`config.mk`:
```
export PLATFORM = sky130hd
export DESIGN_NAME = pulse_stretcher
export DESIGN_NICKNAME = d
export VERILOG_FILES = /design/src/rtl/parking_pkg.sv /design/src/rtl/pulse_stretcher_sync_edge.sv /design/src/rtl/pulse_stretcher.sv
export SDC_FILE = /design/constraint.sdc
export NUM_CORES = 1
export LEC_CHECK = 0
export CORE_MARGIN = 2
export CORE_UTILIZATION = 40
export CTS_CLUSTER_SIZE = 30
export DETAILED_ROUTE_END_ITERATION = 16
export SLEW_MARGIN = 10
export SYNTH_ARGS = -nofsm -noshare
export SYNTH_HDL_FRONTEND = slang
export SYNTH_SLANG_ARGS = --single-unit
```
`constraint.sdc`:
```
create_clock -name clk -period 3.3 [get_ports clk]
set_input_delay 0.66 -clock clk [delete_from_list [all_inputs] [get_ports clk]]
set_output_delay 0.66 -clock clk [all_outputs]
set_load 0.1 [all_outputs]
```
`src/rtl/parking_pkg.sv`:
```
// Shared definitions for the parking-system output path.
//   stretch_state_t : pulse_stretcher FSM encoding (IDLE, HOLD, GAP)
//   SYNC_STAGES     : depth of the common input synchronizer
//   max_int         : elaboration-time helper for sizing counters
package parking_pkg;

  typedef enum logic [1:0] {
    IDLE = 2'd0,
    HOLD = 2'd1,
    GAP  = 2'd2
  } stretch_state_t;

  localparam int SYNC_STAGES = 2;

  function automatic int max_int(input int a, input int b);
    return (a > b) ? a : b;
  endfunction

endpackage

```
`src/rtl/pulse_stretcher_sync_edge.sv`:
```
// sync_edge: brings an asynchronous event line into the clk domain and
// flags its rising edge.
//   clk    : system clock, rising edge
//   rst    : asynchronous active-high reset, clears every flop
//   i_in   : asynchronous event input
//   o_rise : one-cycle pulse when the synchronized input goes 0 -> 1
// Because all flops reset to 0, an input that is already high at reset
// release produces one rise, so a held-high line still counts as an event.
module sync_edge
  import parking_pkg::*;
#(
  parameter int STAGES = SYNC_STAGES  // must be >= 2
) (
  input  logic clk,
  input  logic rst,
  input  logic i_in,
  output logic o_rise
);

  logic [STAGES-1:0] r_sync;
  logic              r_hist;

  always_ff @(posedge clk or posedge rst) begin
    if (rst) begin
      r_sync <= '0;
      r_hist <= 1'b0;
    end else begin
      r_sync <= {r_sync[STAGES-2:0], i_in};
      r_hist <= r_sync[STAGES-1];
    end
  end

  // Driven only by flops, so no combinational path from i_in.
  assign o_rise = r_sync[STAGES-1] & ~r_hist;

endmodule

```
`src/rtl/pulse_stretcher.sv`:
```
// pulse_stretcher: turns short event pulses into a level held for
// HOLD_CYCLES, followed by a forced low gap of GAP_CYCLES.
//   clk       : system clock, rising edge
//   rst       : asynchronous active-high reset, aborts any hold/gap
//   inPulse   : asynchronous event input, rising-edge triggered
//   outLevel  : stretched level (registered)
//   busy      : high whenever the FSM is not IDLE (registered)
//   dropped   : one-cycle strobe when a detected edge is ignored (registered)
//   dbg_state : current FSM state, for observation only
// Handshake: none; inPulse is a free-running event line, and a rise that
// cannot be accepted is reported on dropped and then forgotten.
module pulse_stretcher
  import parking_pkg::*;
#(
  parameter int HOLD_CYCLES = 1_000_000,  // >= 1
  parameter int GAP_CYCLES  = 1_000,      // 0 = no gap
  parameter bit RETRIGGER   = 1'b1        // 1 = rise in HOLD restarts hold
) (
  input  logic           clk,
  input  logic           rst,
  input  logic           inPulse,
  output logic           outLevel,
  output logic           busy,
  output logic           dropped,
  output stretch_state_t dbg_state
);

  localparam int CNT_W = $clog2(max_int(HOLD_CYCLES, GAP_CYCLES) + 1);
  localparam logic [CNT_W-1:0] HOLD_LOAD = CNT_W'(HOLD_CYCLES - 1);
  localparam logic [CNT_W-1:0] GAP_LOAD  =
    CNT_W'((GAP_CYCLES > 0) ? (GAP_CYCLES - 1) : 0);
  localparam logic [CNT_W-1:0] CNT_ONE   = CNT_W'(1);

  stretch_state_t   r_state;
  stretch_state_t   w_state_nxt;
  logic [CNT_W-1:0] r_cnt;
  logic [CNT_W-1:0] w_cnt_nxt;
  logic             w_dropped_nxt;
  logic             w_rise;
  logic             r_out;
  logic             r_busy;
  logic             r_dropped;

  sync_edge #(
    .STAGES(SYNC_STAGES)
  ) u_sync_edge (
    .clk   (clk),
    .rst   (rst),
    .i_in  (inPulse),
    .o_rise(w_rise)
  );

  always_ff @(posedge clk or posedge rst) begin
    if (rst) begin
      r_state   <= IDLE;
      r_cnt     <= '0;
      r_out     <= 1'b0;
      r_busy    <= 1'b0;
      r_dropped <= 1'b0;
    end else begin
      r_state   <= w_state_nxt;
      r_cnt     <= w_cnt_nxt;
      // Outputs are registered from the next state so they line up with
      // the state they describe.
      r_out     <= (w_state_nxt == HOLD);
      r_busy    <= (w_state_nxt != IDLE);
      r_dropped <= w_dropped_nxt;
    end
  end

  always_comb begin
    w_state_nxt   = r_state;
    w_cnt_nxt     = r_cnt;
    w_dropped_nxt = 1'b0;
    case (r_state)
      IDLE: begin
        if (w_rise) begin
          w_state_nxt = HOLD;
          w_cnt_nxt   = HOLD_LOAD;
        end
      end
      HOLD: begin
        // Reload wins over expiry, so a retrigger on the last hold cycle
        // keeps the level high without a glitch.
        if (w_rise && RETRIGGER) begin
          w_cnt_nxt = HOLD_LOAD;
        end else begin
          if (w_rise) begin
            w_dropped_nxt = 1'b1;
          end
          if (r_cnt == '0) begin
            if (GAP_CYCLES == 0) begin
              w_state_nxt = IDLE;
              w_cnt_nxt   = '0;
            end else begin
              w_state_nxt = GAP;
              w_cnt_nxt   = GAP_LOAD;
            end
          end else begin
            w_cnt_nxt = r_cnt - CNT_ONE;
          end
        end
      end
      GAP: begin
        // Rises are never queued; even one on the final gap cycle is lost.
        if (w_rise) begin
          w_dropped_nxt = 1'b1;
        end
        if (r_cnt == '0) begin
          w_state_nxt = IDLE;
        end else begin
          w_cnt_nxt = r_cnt - CNT_ONE;
        end
      end
      default: begin
        w_state_nxt = IDLE;
        w_cnt_nxt   = '0;
      end
    endcase
  end

  assign outLevel  = r_out;
  assign busy      = r_busy;
  assign dropped   = r_dropped;
  assign dbg_state = r_state;

endmodule

```
==> out/qor.yml, run 1 <==
grt_util_all_layers_pct: 19.86
p_switching_uw: 192.3
tightest_slew_ns: 0.6198
path_clk_slew_ns: 0.11
drc_errors: 0
crit_arrival_ns: 2.80
synth-edff-count: 0
synthCells: 222
fill_cells: 463
crit_path_end_kind: "flop"
cp_cell_sequence: "inv_1 > ha_1 > nor3b_1 > nand4b_1 > and3_1 > or4_1 > a21o_1"
clock_sinks: 28
max_stage_delay_ns: 0.54
worstPathRequired_ns: 3.48
finClkSkew_ns: 0.008377
drtIter0Drc: 192
synth_warnings: 0
power_density_nw_per_um2: 361.6
ys_ff_latch: 28
path_max_fanout: 5
ys_top_cells_by_count: "dfrtp_1 (28), nor2_1 (24), o21ai_0 (16), nand2_1 (13)"
synth_area_leaders: "dfrtp_1 (37%), nor2_1 (4.7%), o21ai_0 (4.2%)"
rows: 25
hold_buffers: 0
fmax_ghz: 0.3810
yosysTopAreaCell: "dfrtp_1"
wirelength_um: 4925
setup_viol: 0
n_antenna_cell: 0
reg2reg_slack_ns: 0.68
die_x_um: 73.25
io_pins: 8
hp-class: "reg2reg"
r2r_start: "r_cnt[0]"
die_area_um2: 5365
antenna_found_initial: 0
layout-drive-gt1-share_pct: 12.89
synth_fp_nets: 227
critPathTopFamily: "simple AND/OR/NAND/NOR gates"
synth.top_cell.area_share_pct: 36.53
avgViaCountPerCell: 6.237
grt_pass1_vias: 1626
die_h_um: 73.25
slew_headroom_pct: 58.52
cts_tree: "done"
max-clock-path-buffers: 2
drv_cap: 0
postCtsSetupRepairBufs: 0
detail-route-antenna-nets: 0
ys_types: 56
grt_start_max_net_pins: 30
switching_share_pct: 25.48
overflow: 0
final_core_util_pct: 44.78
slowest_stage: "nor3b_1"
hold-worst-slack_ns: 0.3572
grt_setup_unrepaired: "no"
cts_root_buffer: "clkbuf_8"
worstSetupPathType: "reg2reg"
gp_congestion: 0.8763
hold_viol_final: 0
power_frac_seq_pct: 51.5
cts_buffers: 3
nets: 231
worst_setup_path_start_kind: "flop"
syn_area_um2: 1918
initial_utilization_pct: 41.15
final.setup.tns_ns: 0
crit_cells: 7
vias: 1740
syn_area_per_cell_um2: 8.640
worst_r2r_path_depth: 7
crit_buf_inv: 1
port_buffers: 7
ys.flop_type: "dfrtp_1"
syn2layout_area_growth_pct: 8.806
p_clk_share_pct: 36.7
cts.htree.levels: 1
dr.pass1.iters: 4
worstSkewPairLatency_ns: 0.28
cts_resized: 0
cp-endpoint: "r_cnt[18]"
startpoint: "r_cnt[0]"
power.internal_uw: 562.4
period_minus_slack_ns: 2.625
core-area_um2: 4661
synth-seq-area-share_pct: 36.53
worstReg2RegEnd: "r_cnt[18]"
peakVddDrop_v: 0.0001800
min_period_over_period_pct: 79.53
p_comb_share_pct: 11.8
p_leak_uw: 0.0007735
drv_slew: 0
synthArstFlopShare_pct: 100.0
wire_per_inst_um: 17.65
hpwl_um: 3574
grt_first_pass_wirelength_um: 8362
yosysMostFrequentCell: "dfrtp_1"
outcome: "completed"
==> placed cells by master (no fill, tap or decap), types with 3 or more instances in the layout <==
cell | synthesis | final
nor2_1 | 24 | 24
and3_1 | 3 | 3
nor2b_1 | 3 | 3
buf_4 | 2 | 12
o211ai_1 | 3 | 3
nor3_1 | 10 | 10
a31oi_1 | 9 | 9
a311oi_1 | 5 | 5
inv_1 | 9 | 9
o22ai_1 | 3 | 3
clkbuf_8 | 0 | 3
nand2b_1 | 4 | 4
nand2_1 | 13 | 13
nand3_1 | 5 | 5
o21ai_0 | 16 | 16
a21oi_1 | 9 | 9
and4_1 | 3 | 3
dfrtp_1 | 28 | 28
o31a_1 | 3 | 3
nand4_1 | 7 | 7
nor4_1 | 6 | 6
==> cell families (layout without fill, tap and decap cells) <==
family                     after synthesis  in the layout  synth area share [%]
adders and majority gates                3              3                 1.826
and+or+nand+nor                         97             97                 29.75
DFF                                     28             28                 36.53
buffers and inverters                   24             27                 5.936
AOI/OAI and AO/OA                       67             67                 24.27
muxes                                    3              3                 1.696
==> layer usage <==
layer / share of wire [%] / GRT usage (%) / routed length, µm / vias to the layer above
met1: 49 / 29.50 / 2389 / 824
li1: - / - / - / 859
met2: 45 / 31.43 / 2220 / 55
met3: 5.8 / 1.657 / 285 / 2
met4: 0.59 / 4.115 / 29 / 0
met5: 0 / 0 / 0 / -
==> power by group through the flow <==
stage | combinational, µW | sequential [µW] | clock, µW
global placement | 87.5 | 396 | 0
finish | 88.9 | 388 | 277
CTS | 89.3 | 388 | 283
floorplan | 69.1 | 388 | 0
global route | 99.8 | 392 | 296
detailed placement | 88.9 | 395 | 0
==> worst min path at each step <==
stage | startpoint | to | slack, ns | cells after the start
final | u_sync_edge.r_sync[0] | u_sync_edge.r_sync[1] | 0.36 | 0
after global routing | u_sync_edge.r_sync[0] | u_sync_edge.r_sync[1] | 0.37 | 0
after CTS | u_sync_edge.r_sync[0] | u_sync_edge.r_sync[1] | 0.36 | 0
after detailed placement | u_sync_edge.r_sync[0] | u_sync_edge.r_sync[1] | 0.33 | 0
after global placement | u_sync_edge.r_sync[0] | u_sync_edge.r_sync[1] | 0.33 | 0
after floorplan | u_sync_edge.r_sync[0] | u_sync_edge.r_sync[1] | 0.33 | 0
==> sequential cells by signal, indices dropped and copies added (netlist names) <==
| register | cells |
|---|---|
| r_cnt | 20 |
| outLevel | 1 |
| dbg_state | 2 |
| u_sync_edge.r_hist | 1 |
| u_sync_edge.r_sync | 2 |
| busy | 1 |
| dropped | 1 |
==> stage by stage <==
stage	setup slack [ns]	total power, µW	instance area (µm²)	instances
3_3_place_gp	0.8537	483.6	2016	275
6_report	0.6754	754.7	2087	279
4_1_cts	0.6724	760.8	2087	279
2_1_floorplan	1.017	457.5	1918	222
5_1_grt	0.4812	787.8	2087	279
3_5_place_dp	0.7008	484.1	2016	275
==> final cells by class <==
cell class	count	area, µm²	area share (%)
Timing Repair Buffer	14	110.1	5.276
Clock inverter	1	30.03	1.439
Tap cell	54	67.56	3.237
Clock buffer	3	41.29	1.978
Inverter	9	33.78	1.619
Multi-Input combinational cell	170	1104	52.88
Sequential cell	28	700.7	33.57
Power figures use the tool's default switching activity.
==> run 2: changes to the inputs <==
- clock period: 3.3 -> 2.4 ns (I/O delays scaled with it)
==> run 2 against run 1 <==
Combinational power rose by 43%. First-iteration DRC count fell by 19%. Cell count rose by 3.2%. Maximum frequency rose by 17%. Critical endpoint unchanged. Worst setup slack got worse by 0.52 ns. Largest cell class unchanged. Highest routed layer unchanged. Critical path type unchanged.
==> out/qor.yml, run 2 (same netlist as run 1, synthesis figures left out) <==
cts.htree.levels: 1
final_common_cell: "dfrtp_1"
path_clk_slew_ns: 0.10
finClkSkew_ns: 0.004800
wirelength_um: 5181
power_density_nw_per_um2: 441.6
grt_util_all_layers_pct: 20.51
die_x_um: 73.25
worstPathRequired_ns: 2.57
holdPathStages: 0
drtIter0Drc: 156
n_antenna_cell: 0
final_cell_area_um2: 2181
rows: 25
crit_arrival_ns: 2.41
cts_buffers: 3
p_leak_uw: 0.0008255
syn2layout_area_growth_pct: 13.70
final_core_util_pct: 46.79
layout-drive-gt1-share_pct: 16.67
avgViaCountPerCell: 6.358
outcome: "completed"
worstSetupPathType: "reg2reg"
die_area_um2: 5365
grt_setup_unrepaired: "no"
initial_utilization_pct: 41.15
clock_sinks: 28
cts_root_buffer: "clkbuf_8"
core-area_um2: 4661
grt_start_max_net_pins: 29
vias: 1831
final_cell_mix: "dfrtp_1 (28), nor2_1 (24), buf_4 (18)"
hp-class: "reg2reg"
die_h_um: 73.25
drv_cap: 0
p_total_uw: 963.1
hold_buffers: 0
hpwl_um: 3682
crit_path_end_kind: "flop"
largest_register_ffs: 20
path_max_fanout: 5
detail-route-antenna-nets: 0
drv_slew: 0
place_area_um2: 2121
drc_errors: 0
worstSkewPairLatency_ns: 0.27
fmax_ghz: 0.4460
port_buffers: 7
grt_pass1_vias: 1675
hold-worst-slack_ns: 0.3576
cts_tree: "done"
nets: 240
overflow: 0
hold_viol_final: 0
postCtsSetupRepairBufs: 0
min_period_over_period_pct: 93.42
largest-register: "r_cnt"
peakVddDrop_v: 0.0002538
worst_setup_path_start_kind: "flop"
cts_resized: 0
wire_per_inst_um: 17.99
max-clock-path-buffers: 2
io_pins: 8
slew_headroom_pct: 66.29
period_minus_slack_ns: 2.242
grt_first_pass_wirelength_um: 8418
dr.pass1.iters: 4
tightest_slew_ns: 0.5037
gp_congestion: 0.9481
antenna_found_initial: 0
worst_r2r_path_depth: 7
setup_viol: 0
final.setup.tns_ns: 0
-- run 2: where the power goes --
group / internal [µW] / switching (µW)
clock: 147 / 151
sequential: 497 / 41.2
combinational: 54.8 / 71.9
-- run 2: cell type report --
| class | count | area, µm² |
|---|---|---|
| Tap cell | 54 | 67.56 |
| Multi-Input combinational cell | 170 | 1109 |
| Clock buffer | 4 | 55.05 |
| Timing Repair Buffer | 23 | 215.2 |
| Sequential cell | 28 | 700.7 |
| Fill cell | 461 | 2480 |
| Inverter | 9 | 33.78 |
-- run 2: final timing paths --
path                                       start                     to  slack, ns
hold / removal             u_sync_edge.r_sync[0]  u_sync_edge.r_sync[1]       0.36
setup reg to reg                        r_cnt[0]              r_cnt[18]       0.16
hold reg to reg            u_sync_edge.r_sync[0]  u_sync_edge.r_sync[1]       0.36
min in group asynchronous                    rst               r_cnt[1]       0.58
setup / recovery                        r_cnt[0]              r_cnt[18]       0.16
max in group asynchronous                    rst              r_cnt[13]       1.55
-- run 2: worst max-delay path, stage by stage (launching register included) --
cell,delay (ns)
dfrtp_1,0.44
inv_1,0.10
ha_1,0.24
nor3b_2,0.23
nand4b_1,0.18
and3_1,0.22
or4_1,0.52
a21o_1,0.19
-- run 2: per-stage QoR --
step | setup slack (ns) | instances
final | 0.1578 | 288
after global routing | 0.03399 | 288
after CTS | 0.08760 | 288
after detailed placement | 0.1212 | 284
after global placement | 0.1725 | 284
after floorplan | 0.1173 | 222
-- run 2: metal layers --
| layer | up-vias | share of wire [%] | track usage [%] | wire [µm] |
|---|---|---|---|---|
| met4 | 0 | 0.85 | 7.407 | 44 |
| met1 | 883 | 48 | 28.78 | 2483 |
| li1 | 880 | - | - | - |
| met2 | 64 | 46 | 31.83 | 2402 |
| met5 | - | 0 | 0 | 0 |
| met3 | 4 | 4.8 | 3.177 | 250 |
